[src/rtl/rns_reverse_converter_pipe.sv]
// Three-stage pipelined reverse converter for the RNS moduli set {2^N+1, 2^N, 2^N-1}.
// Produces X = {Y, x2}, where Y is assembled modulo 2^(2N)-1 from three rotated operands.
module rns_reverse_converter_pipe #(
    parameter int N     = 6,
    parameter int ERR_W = 8
) (
    input  logic               clk,
    input  logic               rst,
    input  logic               in_valid,
    output logic               in_ready,
    input  logic [N:0]         x1,
    input  logic [N-1:0]       x2,
    input  logic [N-1:0]       x3,
    output logic               out_valid,
    input  logic               out_ready,
    output logic [3*N-1:0]     out,
    output logic               out_err,
    output logic [ERR_W-1:0]   err_cnt
);

    localparam int W = 2 * N;
    localparam logic [N:0]   M1_VAL = {1'b1, {(N-1){1'b0}}, 1'b1};
    localparam logic [N:0]   TWO_N  = {1'b1, {N{1'b0}}};
    localparam logic [N-1:0] ONES_N = '1;

    // Modulo 2^W-1 addition; a single end-around carry can never overflow again.
    function automatic logic [W-1:0] eac_add(input logic [W-1:0] a, input logic [W-1:0] b);
        logic [W:0] s;
        s = {1'b0, a} + {1'b0, b};
        return s[W-1:0] + W'(s[W]);
    endfunction

    logic           s1_valid, s2_valid;
    logic [W-1:0]   s1_a, s1_b, s1_c;
    logic [N-1:0]   s1_x2, s2_x2;
    logic           s1_err, s2_err;
    logic [W-1:0]   s2_ab, s2_c;

    logic           adv1, adv2, adv3;
    logic           accept;

    logic [N:0]     x1_red;
    logic [N-1:0]   q;
    logic [W-1:0]   op_a0, op_a, op_b, op_c0, op_c;
    logic           in_bad;
    logic [W-1:0]   y_sum, y_val;

    always_comb begin
        adv3     = ~out_valid | out_ready;
        adv2     = ~s2_valid | adv3;
        adv1     = ~s1_valid | adv2;
        in_ready = adv1 & ~rst;
        accept   = in_valid & in_ready;
    end

    // Operand for x1 is 2^(N-1)*(2^N-1)*r with r = -x1 mod (2^N+1); (2^N-1)*r packs as {r-1, ~(r-1)}.
    always_comb begin
        x1_red = (x1 > TWO_N) ? (x1 - M1_VAL) : x1;
        q      = -x1_red[N-1:0];
        op_a0  = (x1_red == '0) ? '0 : {q, ~q};
        op_a   = {op_a0[N:0], op_a0[W-1:N+1]};
        op_b   = {~x2, ONES_N};
        op_c0  = {x3, x3};
        op_c   = {op_c0[N:0], op_c0[W-1:N+1]};
        in_bad = (x1 > TWO_N) || (x3 == ONES_N);
    end

    always_ff @(posedge clk) begin
        if (rst) begin
            s1_valid <= 1'b0;
            s1_a     <= '0;
            s1_b     <= '0;
            s1_c     <= '0;
            s1_x2    <= '0;
            s1_err   <= 1'b0;
        end else if (adv1) begin
            s1_valid <= accept;
            if (accept) begin
                s1_a   <= op_a;
                s1_b   <= op_b;
                s1_c   <= op_c;
                s1_x2  <= x2;
                s1_err <= in_bad;
            end
        end
    end

    always_ff @(posedge clk) begin
        if (rst) begin
            s2_valid <= 1'b0;
            s2_ab    <= '0;
            s2_c     <= '0;
            s2_x2    <= '0;
            s2_err   <= 1'b0;
        end else if (adv2) begin
            s2_valid <= s1_valid;
            if (s1_valid) begin
                s2_ab  <= eac_add(s1_a, s1_b);
                s2_c   <= s1_c;
                s2_x2  <= s1_x2;
                s2_err <= s1_err;
            end
        end
    end

    // All-ones is the redundant encoding of zero modulo 2^W-1.
    always_comb begin
        y_sum = eac_add(s2_ab, s2_c);
        y_val = (y_sum == '1) ? '0 : y_sum;
    end

    always_ff @(posedge clk) begin
        if (rst) begin
            out_valid <= 1'b0;
            out       <= '0;
            out_err   <= 1'b0;
        end else if (adv3) begin
            out_valid <= s2_valid;
            if (s2_valid) begin
                out     <= {y_val, s2_x2};
                out_err <= s2_err;
            end
        end
    end

    always_ff @(posedge clk) begin
        if (rst) begin
            err_cnt <= '0;
        end else if (accept && in_bad && (err_cnt != '1)) begin
            err_cnt <= err_cnt + ERR_W'(1);
        end
    end

endmodule

[config.mk]
export PLATFORM = sky130hd
export DESIGN_NAME = rns_reverse_converter_pipe
export DESIGN_NICKNAME = d
export VERILOG_FILES = /design/src/rtl/rns_reverse_converter_pipe.sv
export SDC_FILE = /design/constraint.sdc
export NUM_CORES = 1
export LEC_CHECK = 0
export CAP_MARGIN = 10
export CORE_MARGIN = 3
export CORE_UTILIZATION = 32
export DETAILED_ROUTE_END_ITERATION = 6
export PLACE_DENSITY = 0.56
export SETUP_SLACK_MARGIN = 0.1
export SKIP_CTS_REPAIR_TIMING = 1
export SYNTH_ARGS = -nofsm -noshare
export SYNTH_HDL_FRONTEND = slang
export SYNTH_SLANG_ARGS = --single-unit
[constraint.sdc]
create_clock -name clk -period 8.8 [get_ports clk]
set_clock_uncertainty 0.05 [all_clocks]
set_input_delay 1.76 -clock clk [delete_from_list [all_inputs] [get_ports clk]]
set_output_delay 1.76 -clock clk [all_outputs]
set_load 0.01 [all_outputs]
# Yosys cells after proc, flatten, opt, wreduce, memory -nomap -nowiden
# Cells that the tools add are included.
# word_totals
reg_bits	104
# classes
add_sub_neg	7
order_cmp	1
reduce_logical	7
muxes	3
bitwise	11
eq_ne	3
# ops
operator	n
$add 12x12->13	2
$add 12x1->12	2
$mux 12	2
$eq 12x12->1 const B	1
$not 6->6	2
$add 8x1->8 const B	1
$ne 8x8->1 const B	1
$gt 7x7->1 const B	1
$logic_not 7->1	1
$mux 7	1
$sub 7x7->7 const B	1
$eq 6x6->1 const B	1
$neg 6->6	1
$reduce_and 2->1	3
$not 1->1	4
$or 1x1->1	3
$and 1x1->1	2
$logic_and 1x1->1	2
$logic_or 1x1->1	1

# Depth between registers and ports, before layout
# Gate-level depths: netlist of the first run.
# depth
ltp_word	8
mapped_depth	17

# Worst setup path after synthesis of the first run
# No wires, ideal clock.
# synth_path
path_kind	input to output
start	input out_ready
end	output in_ready
t_arrival_ns	2.241
stages	2
path_slack_ns	4.749
path_cell_list	and3b_1 a21oi_1
# synth_via
elab_chain_len	4
# synth_rtl
element	line_no	rtl
start, declared	15	input logic out_ready,
$or 1x1->1	49	adv3 = ~out_valid | out_ready;
$or 1x1->1	50	adv2 = ~s2_valid | adv3;
$or 1x1->1	51	adv1 = ~s1_valid | adv2;
$and 1x1->1	52	in_ready = adv1 & ~rst;
end, declared	10	output logic in_ready,
# Every way passes these cells.

# Worst setup path in the final report of the first run
# Same ends and word-level chain as after synthesis.

==> flow_metrics.tcl, run 1 <==
set metrics [dict create \
    status "completed" \
    tightest_slew_ns 1.060 \
    drive_gt1_share_pct 5.247 \
    max_cap_violations 0 \
    hold_path.class "reg -> reg" \
    vias 4512 \
    layout.cells.most_common "nand2_1" \
    critPathKind "in -> out" \
    wirelength_mm 12.43 \
    rsz0062_at_grt "no" \
    whs_ns 0.4013 \
    p_leak_uw 0.002370 \
    drtIter0Drc 276 \
    clkTransAtPathRegs_ns 0.06 \
    drc_errors 0 \
    port_buffers 51 \
    synth_seq_cells 87 \
    die_h_um 132.1 \
    row_count 45 \
    h-tree-depth 3 \
    final-hold-violation-count 0 \
    async_flop_share_pct 0 \
    end_kind "output port" \
    antenna_found_initial 0 \
    cts_tree "built" \
    wire_per_inst_um 14.16 \
    die_area_um2 17450 \
    core_um2 15370 \
    yosysWarnings 0 \
    numPlacedInstances 861 \
    syn_avg_cell_area_um2 8.140 \
    synth_seq_area_share_pct 34.24 \
    fin_setup_tns_ns 0 \
    cp_max_fo 4 \
    ys_types 64 \
    setup_viol 0 \
    dieWidth_um 132.1 \
    layout_common_cells "nand2_1 (97), dfxtp_1 (87), nor2_1 (70), a21oi_1 (64), clkdlybuf4s50_1 (50)" \
    cts_buffers 9 \
    synthToLayoutAreaGrowth_pct 19.97 \
    final_cells 878 \
    synth_area_um2 5087 \
    gp_congestion 0.8154 \
    clock-root-buffer "clkbuf_16" \
    ant_nets 0 \
    ioPinCount 52 \
    required_ns 6.99 \
    fmax_mhz 197.3 \
    first_pass_iters 5 \
    track_usage_pct 14.34 \
    ctsLongestPathBuffers 2 \
    max_slew_margin_pct 28.57 \
    vdd_drop_max_mv 0.08370 \
    clk_latency_ns 0.34 \
    grt_overflow 0 \
    crit_path_start_kind "primary input" \
    grt_max_degree 91 \
    ys.flop_type "dfxtp_1" \
    grt_first_pass_wirelength_mm 21.15 \
    synth_edf_count 0 \
    via_per_inst 5.139 \
    hpwl_mm 9.257 \
    cts_sinks 87 \
    initial_core_util_pct 33.10 \
    netlist_instances 625 \
    power.density_nw_per_um2 159.6 \
    drv_slew 0 \
    n_antenna_cell 0 \
    fillerInstances 1583 \
    nNetsFinal 719 \
    cp.arrival_ns 3.26 \
    grt_pass1_vias 4335 \
    syn_nets 682 \
    timing.final.crit_share_pct 57.59 \
    min_period_ns 5.068 \
]
==> state kept, by name, summed over array words and instances, names as in the netlist, 6 cells and up <==
signal   count
out         18
s1_x2        6
s2_c         6
s1_c         6
s2_ab       12
err_cnt      8
s2_x2        6
s1_a        12
s1_b         7
==> metrics by stage <==
step	power, uW	cell area, um2	utilization, %	worst slack [ns]
after floorplan	542.2	5087	-	4.749
after global placement	586.1	5772	37.55	3.759
after detailed placement	589.6	5772	37.55	3.739
after CTS	982.6	6076	39.53	3.728
after global routing	1022	6103	39.71	3.659
final	973.9	6103	39.71	3.732
==> metal layers <==
layer	global-route usage [%]	wire length, um
met3	2.710	401
met5	0	0
met2	24.03	5852
met1	19.06	6040
met4	3.559	136
==> critical path: stages <==
cell	delay (ns)
clkdlybuf4s50_1	0.47
and3b_1	0.22
a21oi_1	0.23
clkdlybuf4s50_1	0.58
==> Yosys cell counts, drive strengths merged (5+ instances only) <==
| cell type | count | share of area (%) |
|---|---|---|
| nand2 | 97 | 7.2 |
| dfxtp | 87 | 34 |
| nor2 | 70 | 5.2 |
| a21oi | 64 | 6.3 |
| ha | 32 | 7.9 |
| clkbuf | 28 | 2.1 |
| xnor2 | 25 | 4.3 |
| xor2 | 25 | 4.5 |
| a211oi | 16 | 2.6 |
| nor3 | 16 | 1.6 |
| nand3 | 13 | 1.3 |
| nand4 | 12 | 1.6 |
| o21ai | 12 | 1.2 |
| a21o | 11 | 1.6 |
| inv | 9 | 0.66 |
| o211ai | 9 | 1.3 |
| and3 | 8 | 1.0 |
| a22oi | 7 | 1.0 |
| nand3b | 7 | 1.0 |
| mux2i | 6 | 1.2 |
| nor4 | 6 | 1.3 |
| or3 | 6 | 0.74 |
| and2 | 5 | 0.61 |
| nand2b | 5 | 0.61 |
| o21a | 5 | 0.74 |
==> area by class of cell <==
| cell class | count | area, um2 | share of cell area, % |
|---|---|---|---|
| Sequential cell | 87 | 1742 | 28.54 |
| Clock inverter | 7 | 78.83 | 1.292 |
| Tap cell | 211 | 264.0 | 4.326 |
| Inverter | 9 | 33.78 | 0.5535 |
| Timing Repair Buffer | 55 | 555.5 | 9.102 |
| Multi-Input combinational cell | 500 | 3204 | 52.50 |
| Clock buffer | 9 | 225.2 | 3.690 |
==> worst paths after layout <==
kind / from / endpoint / slack [ns] / cells past startpoint
setup / recovery: out_ready / in_ready / 3.73 / 4
hold / removal: s1_x2[5] / s2_x2[5] / 0.40 / 2
setup reg to reg: s2_c[6] / out[8] / 4.21 / 17
hold reg to reg: s1_x2[5] / s2_x2[5] / 0.40 / 2
==> power by group <==
part | switching [uW] | internal [uW] | leakage (uW)
Clock | 167 | 224 | 0.000151
Combinational | 94.3 | 66.9 | 0.00151
Sequential | 12.1 | 410 | 0.000709
==> cells by family after synthesis <==
kind of cell | count (synthesis) | synth area share (%)
AO/OA/AOI/OAI | 148 | 19.28
XOR/XNOR | 51 | 9.198
adder cells (fa/ha/maj) | 34 | 8.657
buffers and inverters | 38 | 2.828
flip-flops | 87 | 34.24
multiplexers | 6 | 1.181
AND/OR/NAND/NOR | 261 | 24.62
(Power assumes the default switching activity.)
==> run 2: changes to the inputs <==
Clock period 8.8 ns to 5.06 ns, I/O delays scaled along.
==> flow_metrics.tcl, run 2 (synthesized netlist as in run 1, its figures left out) <==
set metrics [dict create \
    p_leak_uw 0.002360 \
    gp_congestion 0.8637 \
    grt_first_pass_wirelength_mm 20.37 \
    max_slew_margin_pct 34.76 \
    layout.cells.most_common "nand2_1" \
    power_uw 1631 \
    hold_path.class "reg -> reg" \
    layout_setup_ws_ns 0.6783 \
    largest_reg_flops 18 \
    antenna_found_initial 0 \
    drive_gt1_share_pct 5.389 \
    synthToLayoutAreaGrowth_pct 19.38 \
    dieWidth_um 132.1 \
    nNetsFinal 720 \
    end_kind "flip-flop" \
    timing.final.crit_share_pct 86.60 \
    row_count 45 \
    die_area_um2 17450 \
    ant_nets 0 \
    wirelength_mm 12.01 \
    cts_buffers 9 \
    max_cap_violations 0 \
    drc_errors 0 \
    power.density_nw_per_um2 268.5 \
    grt_max_degree 90 \
    cp.arrival_ns 4.51 \
    h-tree-depth 3 \
    min_period_ns 4.382 \
    vias 4463 \
    clk_latency_ns 0.34 \
    fin_setup_tns_ns 0 \
    grt_pass1_vias 4244 \
    tightest_slew_ns 0.9680 \
    rsz0062_at_grt "no" \
    drtIter0Drc 229 \
    final-hold-violation-count 0 \
    numPlacedInstances 862 \
    cts_sinks 87 \
    final_cells 879 \
    crit_path_start_kind "flip-flop" \
    track_usage_pct 13.90 \
    critPathLaunch "s2_c[6]" \
    layout_common_cells "nand2_1 (97), dfxtp_1 (87), nor2_1 (70), a21oi_1 (64), clkdlybuf4s50_1 (50)" \
    post-route-util_pct 39.51 \
    ctsLongestPathBuffers 2 \
    min_from "s2_x2[1]" \
    regMostFlops "out" \
    clock-root-buffer "clkbuf_16" \
    vdd_drop_max_mv 0.1698 \
    wire_per_inst_um 13.66 \
    core_um2 15370 \
    clkTransAtPathRegs_ns 0.07 \
    cp_max_fo 10 \
    drv_slew 0 \
    critPathKind "reg -> reg" \
    via_per_inst 5.077 \
    fmax_mhz 228.2 \
    reg2reg_from "s2_c[6]" \
    setup_viol 0 \
    top_regs "out: 18 flops, s1_a: 12 flops, s2_ab: 12 flops" \
    cts_tree "built" \
    initial_core_util_pct 33.10 \
    status "completed" \
    grt_overflow 0 \
    required_ns 5.19 \
    first_pass_iters 4 \
    die_h_um 132.1 \
    hpwl_mm 9.133 \
    port_buffers 51 \
    ioPinCount 52 \
    place_ws_ns 0.5973 \
    n_antenna_cell 0 \
]
==> run 2: cell count changes in the layout (fill, tap and decap cells not counted) <==
cell	delta
clkinv_2	+1
inv_6	-1
buf_4	+1
buf_16	-1
bufinv_16	-1
clkinv_4	+1
buf_8	+1
==> run 2: layout make-up <==
| class | instances | area [um2] |
|---|---|---|
| fill | 1562 | 9298 |
| multi-input combinational | 500 | 3204 |
| sequential | 87 | 1742 |
| timing repair buffer | 56 | 550.5 |
| tap | 211 | 264.0 |
| clock buffer | 9 | 225.2 |
| clock inverter | 7 | 53.80 |
| inverter | 9 | 33.78 |
==> run 2: power breakdown <==
group          switching, uW  total [uW]  internal (uW)
clock                    283         621            338
sequential              20.5         734            713
combinational            161         276            116
==> run 2: metrics by stage <==
step / instance area [um2] / hold WS (ns)
4_1_cts: 6058 / 0.4064
2_1_floorplan: 5087 / 0.3819
3_5_place_dp: 5779 / 0.3962
6_report: 6073 / 0.4055
5_1_grt: 6073 / 0.4261
3_3_place_gp: 5779 / 0.3941
==> run 2: routing by layer <==
metal	GRT usage, %	routed length (um)	vias to the layer above
met4	3.209	104	0
li1	-	-	2309
met3	3.168	518	12
met5	0	0	-
met2	22.86	5700	66
met1	18.60	5683	2076
==> run 2: final timing paths <==
check                end  slack (ns)  depth (start not counted)
hold reg to reg   out[1]        0.41                          2
hold / removal    out[1]        0.41                          2
setup / recovery  out[7]        0.68                         16
setup reg to reg  out[7]        0.68                         16
==> run 2: critical path, stage by stage (launching register included) <==
cell      delay [ns]
dfxtp_1         0.33
ha_1            0.23
fa_1            0.45
a211oi_2        0.35
o21ai_1         0.13
a221oi_2        0.36
and2b_1         0.22
o21ai_0         0.15
nand2b_1        0.08
ha_1            0.22
ha_1            0.21
and2_0          0.22
and3_1          0.26
nand3_1         0.11
nand3_1         0.15
nor4_4          0.59
nor3_1          0.11
